$ cat config.mk
export PLATFORM = sky130hd
export DESIGN_NAME = lsu_writeback
export DESIGN_NICKNAME = d
export VERILOG_FILES = /design/src/rtl/lsu_writeback.sv
export SDC_FILE = /design/constraint.sdc
export NUM_CORES = 1
export LEC_CHECK = 0
export ABC_AREA = 1
export BUFFER_PORTS_ARGS = -buffer_cell sky130_fd_sc_hd__buf_2
export CAP_MARGIN = 25
export CELL_PAD_IN_SITES_DETAIL_PLACEMENT = 0
export CELL_PAD_IN_SITES_GLOBAL_PLACEMENT = 1
export CORE_ASPECT_RATIO = 0.5
export CORE_MARGIN = 4
export CORE_UTILIZATION = 35
export CTS_CLUSTER_DIAMETER = 120
export DETAILED_ROUTE_END_ITERATION = 8
export PLACE_DENSITY_LB_ADDON = 0.1
export SLEW_MARGIN = 20
export SYNTH_ARGS = -nofsm -noshare
export SYNTH_HDL_FRONTEND = slang
export SYNTH_SLANG_ARGS = --single-unit
$ cat constraint.sdc
create_clock -name clk -period 5.05 [get_ports clk]
set_input_delay 0.7575 -clock clk [delete_from_list [all_inputs] [get_ports clk]]
set_output_delay 0.7575 -clock clk [all_outputs]
set_load 0.02 [all_outputs]
$ cat src/rtl/lsu_writeback.sv
// Load/store unit: runs one memory access per request over a req/ack handshake,
// aligns store strobes/data and writes extended load data back to the register file.
`timescale 1ns/1ps
module lsu_writeback #(
    parameter int ADDR_W = 32,
    parameter int XLEN   = 32
) (
    input  logic              clk,
    input  logic              rst,
    input  logic              start,
    input  logic              is_store,
    input  logic [2:0]        funct3,
    input  logic [ADDR_W-1:0] addr,
    input  logic [XLEN-1:0]   store_data,
    input  logic [4:0]        rd_in,
    output logic              busy,
    output logic              done,
    output logic              err,
    output logic              mem_req,
    output logic              mem_we,
    output logic [ADDR_W-1:0] mem_addr,
    output logic [XLEN-1:0]   mem_wdata,
    output logic [3:0]        mem_wstrb,
    input  logic              mem_ack,
    input  logic [XLEN-1:0]   mem_rdata,
    output logic              wb_we,
    output logic [4:0]        wb_rd,
    output logic [XLEN-1:0]   wb_data
);

    typedef enum logic [1:0] {
        IDLE = 2'd0,
        REQ  = 2'd1,
        FIN  = 2'd2
    } state_t;

    state_t            state_q, state_d;
    logic              is_store_q, is_store_d;
    logic [2:0]        funct3_q, funct3_d;
    logic [1:0]        off_q, off_d;
    logic [4:0]        rd_q, rd_d;
    logic              done_q, done_d;
    logic              err_q, err_d;
    logic              mem_req_q, mem_req_d;
    logic              mem_we_q, mem_we_d;
    logic [ADDR_W-1:0] mem_addr_q, mem_addr_d;
    logic [XLEN-1:0]   mem_wdata_q, mem_wdata_d;
    logic [3:0]        mem_wstrb_q, mem_wstrb_d;
    logic              wb_we_q, wb_we_d;
    logic [4:0]        wb_rd_q, wb_rd_d;
    logic [XLEN-1:0]   wb_data_q, wb_data_d;

    logic              req_legal;
    logic              req_aligned;
    logic [3:0]        st_strb;
    logic [XLEN-1:0]   st_data;
    logic [7:0]        ld_byte;
    logic [15:0]       ld_half;
    logic [XLEN-1:0]   ld_ext;

    // Request decode: funct3[1:0] is the access size for both loads and stores.
    always_comb begin
        req_legal   = is_store ? (funct3 inside {3'b000, 3'b001, 3'b010})
                               : (funct3 inside {3'b000, 3'b001, 3'b010, 3'b100, 3'b101});
        req_aligned = 1'b1;
        st_strb     = 4'b1111;
        st_data     = store_data;
        case (funct3[1:0])
            2'b00: begin
                st_strb = 4'b0001 << addr[1:0];
                st_data = {4{store_data[7:0]}};
            end
            2'b01: begin
                req_aligned = ~addr[0];
                st_strb     = 4'b0011 << addr[1:0];
                st_data     = {2{store_data[15:0]}};
            end
            default: req_aligned = (addr[1:0] == 2'b00);
        endcase
    end

    // Load lane select and extension from the latched request.
    always_comb begin
        case (off_q)
            2'd0:    ld_byte = mem_rdata[7:0];
            2'd1:    ld_byte = mem_rdata[15:8];
            2'd2:    ld_byte = mem_rdata[23:16];
            default: ld_byte = mem_rdata[31:24];
        endcase
        ld_half = off_q[1] ? mem_rdata[31:16] : mem_rdata[15:0];
        case (funct3_q)
            3'b000:  ld_ext = {{24{ld_byte[7]}}, ld_byte};
            3'b100:  ld_ext = {24'd0, ld_byte};
            3'b001:  ld_ext = {{16{ld_half[15]}}, ld_half};
            3'b101:  ld_ext = {16'd0, ld_half};
            default: ld_ext = mem_rdata;
        endcase
    end

    always_comb begin
        state_d     = state_q;
        is_store_d  = is_store_q;
        funct3_d    = funct3_q;
        off_d       = off_q;
        rd_d        = rd_q;
        done_d      = 1'b0;
        err_d       = 1'b0;
        wb_we_d     = 1'b0;
        mem_req_d   = mem_req_q;
        mem_we_d    = mem_we_q;
        mem_addr_d  = mem_addr_q;
        mem_wdata_d = mem_wdata_q;
        mem_wstrb_d = mem_wstrb_q;
        wb_rd_d     = wb_rd_q;
        wb_data_d   = wb_data_q;
        case (state_q)
            IDLE: begin
                if (start) begin
                    is_store_d = is_store;
                    funct3_d   = funct3;
                    off_d      = addr[1:0];
                    rd_d       = rd_in;
                    if (req_legal && req_aligned) begin
                        state_d     = REQ;
                        mem_req_d   = 1'b1;
                        mem_we_d    = is_store;
                        mem_addr_d  = {addr[ADDR_W-1:2], 2'b00};
                        mem_wdata_d = st_data;
                        mem_wstrb_d = is_store ? st_strb : 4'b0000;
                    end else begin
                        // Rejected requests skip memory and report through FIN.
                        state_d = FIN;
                        done_d  = 1'b1;
                        err_d   = 1'b1;
                        wb_rd_d = rd_in;
                    end
                end
            end
            REQ: begin
                if (mem_ack) begin
                    state_d   = FIN;
                    mem_req_d = 1'b0;
                    mem_we_d  = 1'b0;
                    done_d    = 1'b1;
                    wb_rd_d   = rd_q;
                    if (!is_store_q) begin
                        wb_data_d = ld_ext;
                        wb_we_d   = (rd_q != 5'd0);
                    end
                end
            end
            FIN:     state_d = IDLE;
            default: state_d = IDLE;
        endcase
    end

    always_ff @(posedge clk or posedge rst) begin
        if (rst) begin
            state_q     <= IDLE;
            is_store_q  <= 1'b0;
            funct3_q    <= 3'd0;
            off_q       <= 2'd0;
            rd_q        <= 5'd0;
            done_q      <= 1'b0;
            err_q       <= 1'b0;
            mem_req_q   <= 1'b0;
            mem_we_q    <= 1'b0;
            mem_addr_q  <= '0;
            mem_wdata_q <= '0;
            mem_wstrb_q <= 4'd0;
            wb_we_q     <= 1'b0;
            wb_rd_q     <= 5'd0;
            wb_data_q   <= '0;
        end else begin
            state_q     <= state_d;
            is_store_q  <= is_store_d;
            funct3_q    <= funct3_d;
            off_q       <= off_d;
            rd_q        <= rd_d;
            done_q      <= done_d;
            err_q       <= err_d;
            mem_req_q   <= mem_req_d;
            mem_we_q    <= mem_we_d;
            mem_addr_q  <= mem_addr_d;
            mem_wdata_q <= mem_wdata_d;
            mem_wstrb_q <= mem_wstrb_d;
            wb_we_q     <= wb_we_d;
            wb_rd_q     <= wb_rd_d;
            wb_data_q   <= wb_data_d;
        end
    end

    assign busy      = (state_q != IDLE);
    assign done      = done_q;
    assign err       = err_q;
    assign mem_req   = mem_req_q;
    assign mem_we    = mem_we_q;
    assign mem_addr  = mem_addr_q;
    assign mem_wdata = mem_wdata_q;
    assign mem_wstrb = mem_wstrb_q;
    assign wb_we     = wb_we_q;
    assign wb_rd     = wb_rd_q;
    assign wb_data   = wb_data_q;

endmodule

; ---- Word-level counts from Yosys, hierarchy flattened
; Cells that the tools add are included.
[word_totals]
regBits = 121
inputBits = 109
output_inout_bits = 111
elab_cells = 83
[classes]
eq_ne = 15
shifts = 2
n_mux = 31
bitwise_logic = 2
n_reduce_logical = 18
[op_table]
columns = operator, count
row1 = $pmux W32 S4, 1
row2 = $pmux W32 S2, 1
row3 = $pmux W8 S3, 1
row4 = $mux W16, 1
row5 = $mux W5, 3
row6 = $mux W1, 13
row7 = $eq A3 B3 Y1 const B, 4
row8 = $pmux W5 S2, 1
row9 = $reduce_bool A5 Y1, 2
row10 = $logic_not A2 Y1, 4
row11 = $ne A2 B2 Y1 const B, 4
row12 = $pmux W1 S2, 4
row13 = $pmux W4 S2, 1
row14 = $reduce_and A4 Y1, 2
row15 = $eq A2 B1 Y1 const B, 3
row16 = $eq A3 B1 Y1 const B, 2
row17 = $logic_not A3 Y1, 2
row18 = $mux W2, 3
row19 = $reduce_and A3 Y1, 2
row20 = $mux W4, 1
row21 = $pmux W2 S2, 1
row22 = $reduce_and A2 Y1, 2
row23 = $reduce_bool A2 Y1, 2
row24 = $shl A1 B2 Y4 const A, 1
row25 = 6 further kinds, 7

; ---- Longest topological paths before layout
[logic_depth]
ltp_word = 7
mapped_depth = 9
depth_no_buf = 8

; ---- Worst setup path before layout
; OpenSTA, ideal clock, no wires.
[synth_timing]
kind = input-to-reg
startpoint = input funct3[1]
endpoint = register mem_wdata_q[23], in the netlist mem_wdata[23]
setup_ps = 130
t_arrival_ps = 1584
required_time_ps = 4920
slack_ps = 3336
stages = 9
n_path_buf = 3
cell_sequence = buf_6 inv_2 nand2_1 nand2_2 nand4_4 buf_8 buf_6 nand2_1 o21ai_0
[synth_between]
elab_chain_cells = 5
word_cells_on_any_way = 14
cone_classes = eq/ne (5) / mux (3) / reduce/logical (6)
[synth_lines]
columns = item, line_no
row1 = from (decl), 12  ; input logic [2:0] funct3,
row2 = $eq A3 B1 Y1 (tied with other cells), "63, 64"
row3 = $reduce_bool A5 Y1 / $reduce_bool A3 Y1 (equally long branches), "64, 63"
row4 = $mux W1, 63  ; req_legal = is_store ? (funct3 inside {3'b000, 3'b001, 3'b010})
row5 = $logic_and A1 B1 Y1, 123  ; if (req_legal && req_aligned) begin
row6 = $reduce_and A3 Y1 (no line), n/a
row7 = to (signal assigned), 185  ; mem_wdata_q <= mem_wdata_d;
row8 = to (decl), 47  ; logic [XLEN-1:0] mem_wdata_q, mem_wdata_d;
; Parallel ways exist; a longest one is shown, timed or not.
; A chain may end at the register's enable or synchronous reset.

; ---- Worst setup path after layout
[layout_timing]
startpoint = register off_q[1]
endpoint = register wb_data_q[27], in the netlist wb_data[27]
[layout_between]
elab_chain_cells = 3
word_cells_on_any_way = 6
cone_classes = eq/ne (2) / mux (3) / reduce/logical (1)
[layout_lines]
columns = item, line_no
row1 = from (decl), 40  ; logic [1:0] off_q, off_d;
row2 = from (signal assigned), 162  ; off_q <= 2'd0;
row3 = from (signal assigned), 178  ; off_q <= off_d;
row4 = $eq A2 B2 Y1 (tied with other cells), 84  ; case (off_q)
row5 = $pmux W8 S3, 84
row6 = $pmux W32 S4 (*), 91  ; case (funct3_q)
row7 = to (signal assigned), 189  ; wb_data_q <= wb_data_d;
row8 = to (decl), 51  ; logic [XLEN-1:0] wb_data_q, wb_data_d;
; Mark *: on every way between the ends. The rest lies on a longest branch, timed or not.

==> impl_metrics.toml <==
[route]
ant_nets = 0
route.vias.total = 5529
avgRoutedWirePerCell_um = 14.5
viasPerCell = 4.59
wl_um = 17500
firstDrtPassIters = 4
drc = 0
first_iter_violations = 270

[global_route]
antenna_found_initial = 6
grt_pass1_vias = 5595
grt_max_degree = 76
grtUsageTotal_pct = 18.2
grt_pass1_wl_um = 28500
grt-ovfl-total = 0

[clock_tree]
post_cts_buffers = 0
clockBufferDepth = 2
cts.repair.resized = 0
cts_hold_buf = 0
cts_tree = "yes"
htree_levels = 4
clk_pin_slew_ns = 0.06
numCtsBuffers = 17
cts_sinks = 121
clockRootBuffer = "clkbuf_16"
clk-insertion-delay-late_ns = 0.42

[synthesis]
synth_area_leader_cell = "dfrtp_1"
synth.top_cell.area_share_pct = 50.1
synthTopCellsByCount = "218 x nand2_1, 121 x dfrtp_1, 105 x inv_1"
synth_ff_type = "dfrtp_1"
synth_most_common_cell = "nand2_1"
ys_top_cells_by_area = "dfrtp_1 50%, nand2_1 14%, inv_1 6.5%, o21ai_0 5.4%, o21ai_2 4.8%"
syn_inst = 761
synth-edff-count = 0
ys_types = 31
ys.warnings.count = 0
yosysSeqAreaShare_pct = 50.1
syn-cell-area_um2 = 6050
syn_area_per_cell_um2 = 7.94
synthArstFlopShare_pct = 100
ys_seq_elements = 121

[sta]
tightestPinTransition_ns = 0.825
setup_violations = 0
slew_headroom_pct = 44.9
max_freq_ghz = 0.436
rsz0062_at_grt = "false"
finClkSkew_ns = 0.0100
finalHoldViolCount = 0
period_minus_slack_ns = 2.29
slew_viol_final = 0
fin_hold_ws_ns = 0.414
setup_tns_ns = 0
setup_slack_ns = 2.76
fin_crit_sh_pct = 45.4

[finish]
nets = 1071
final_area_um2 = 7770
drive_gt1_share_pct = 32.2
synthToLayoutAreaGrowth_pct = 28.5

[floorplanning]
die_area_um2 = 19600
fp.dieW_um = 194
row_count = 33
io_pins = 220
dieHeight_um = 101
start_util_pct = 36.3
core-area_um2 = 16600

[placement]
hpwl_um = 12700
gp_congestion = 0.819
place_ws_ns = 2.37
place_area_um2 = 7190
portBuffers = 217

[worst_setup_path]
critPathCaptureType = "register"
startpoint = "off_q[1]"
crit_arrival_ns = 2.60
worst-r2r-setup-slack_ns = 2.76
endpoint = "wb_data[27]"
worstPathMaxFanout = 24
rr_endpoint = "wb_data[27]"
worst_ep_required_time_ns = 5.36
critPathKind = "reg -> reg"
reg2reg_from = "off_q[1]"
start_kind = "register"
rr_worst_depth = 7

[hold_path]
hold_path.class = "in -> async"

[pwr]
ir_worst_vdd_mv = 0.298
p_leak_uw = 0.00445
power_density_nw_per_um2 = 588

[run_status]
status = "complete, no violations"

[flow_run]
cap_viol_max_count = 0
[metrics by stage]
stage                     power (uW)  utilization [%]  std cells
after floorplan                 2790                -        762
after global routing            4900             46.7       1203
after detailed placement        3410             43.2       1170
after global placement          3390             43.2       1170
final                           4570             46.7       1204
after CTS                       4630             46.7       1202
[report_power, final]
group	switching (uW)	internal (uW)	total [uW]
sequential	231	1370	1600
clock	502	701	1200
combinational	1160	608	1770
[sequential cells by signal (all words and copies together) (netlist names), 2 cells and up]
signal / flops
mem_wdata: 32
wb_data: 32
mem_addr: 30
rd_q: 5
wb_rd: 5
mem_wstrb: 4
funct3_q: 3
off_q: 2
state_q: 2
[routing by layer]
| metal | wire length (um) | up-vias | global-route usage, % |
|---|---|---|---|
| li1 | - | 2776 | - |
| met1 | 8010 | 2572 | 23.9 |
| met2 | 7900 | 153 | 29.0 |
| met3 | 1300 | 20 | 6.28 |
| met4 | 194 | 8 | 4.81 |
| met5 | 61 | - | 0 |
[worst min path at each step]
stage | start | to | slack, ns | cells after the start
global route | rst | wb_data[30] | 0.47 | 2
detailed placement | mem_we | mem_we | 0.45 | 2
CTS | rst | mem_addr[17] | 0.44 | 2
global placement | mem_req | mem_req | 0.46 | 2
floorplan | rd_q[4] | wb_we | 0.46 | 2
finish | rst | wb_data[30] | 0.41 | 2
[final cells by class]
class | instances | area [um2]
tap | 227 | 284
multi-input combinational | 492 | 2340
fill | 1751 | 8870
clock inverter | 14 | 139
sequential | 121 | 3030
timing repair buffer | 223 | 1130
inverter | 107 | 404
antenna | 2 | 5.00
clock buffer | 18 | 439
[worst max-delay path: stages, from the launching register on]
cell     delay, ns
dfrtp_1       0.75
inv_1         0.31
nand3_1       0.16
nand2_1       0.06
nand2_1       0.58
nand3_1       0.18
nand2_1       0.11
inv_1         0.04
[placed cells by master, fill, tap and decap left out, types with 2 or more instances in the layout]
cell type,n
clkinv_4,4
nor3_1,3
o21ai_0,65
a21boi_0,4
nand2_1,218
nor2_1,52
clkbuf_16,17
inv_1,104
dfrtp_1,121
o21ai_2,33
or2_2,16
buf_4,6
conb_1,2
inv_2,2
a21oi_1,52
nand2_2,2
clkinvlp_4,3
o21ai_1,4
buf_2,217
nand4_1,2
nand3_1,30
diode_2,2
inv_6,4
[kinds of logic after synthesis]
family	share of synthesized area, %
flip-flops	50.1
buffers and inverters	11.3
AND/OR/NAND/NOR	23.0
AO/OA/AOI/OAI	15.6
other	0.0620
No activity file was read; power rests on OpenSTA's default activity.
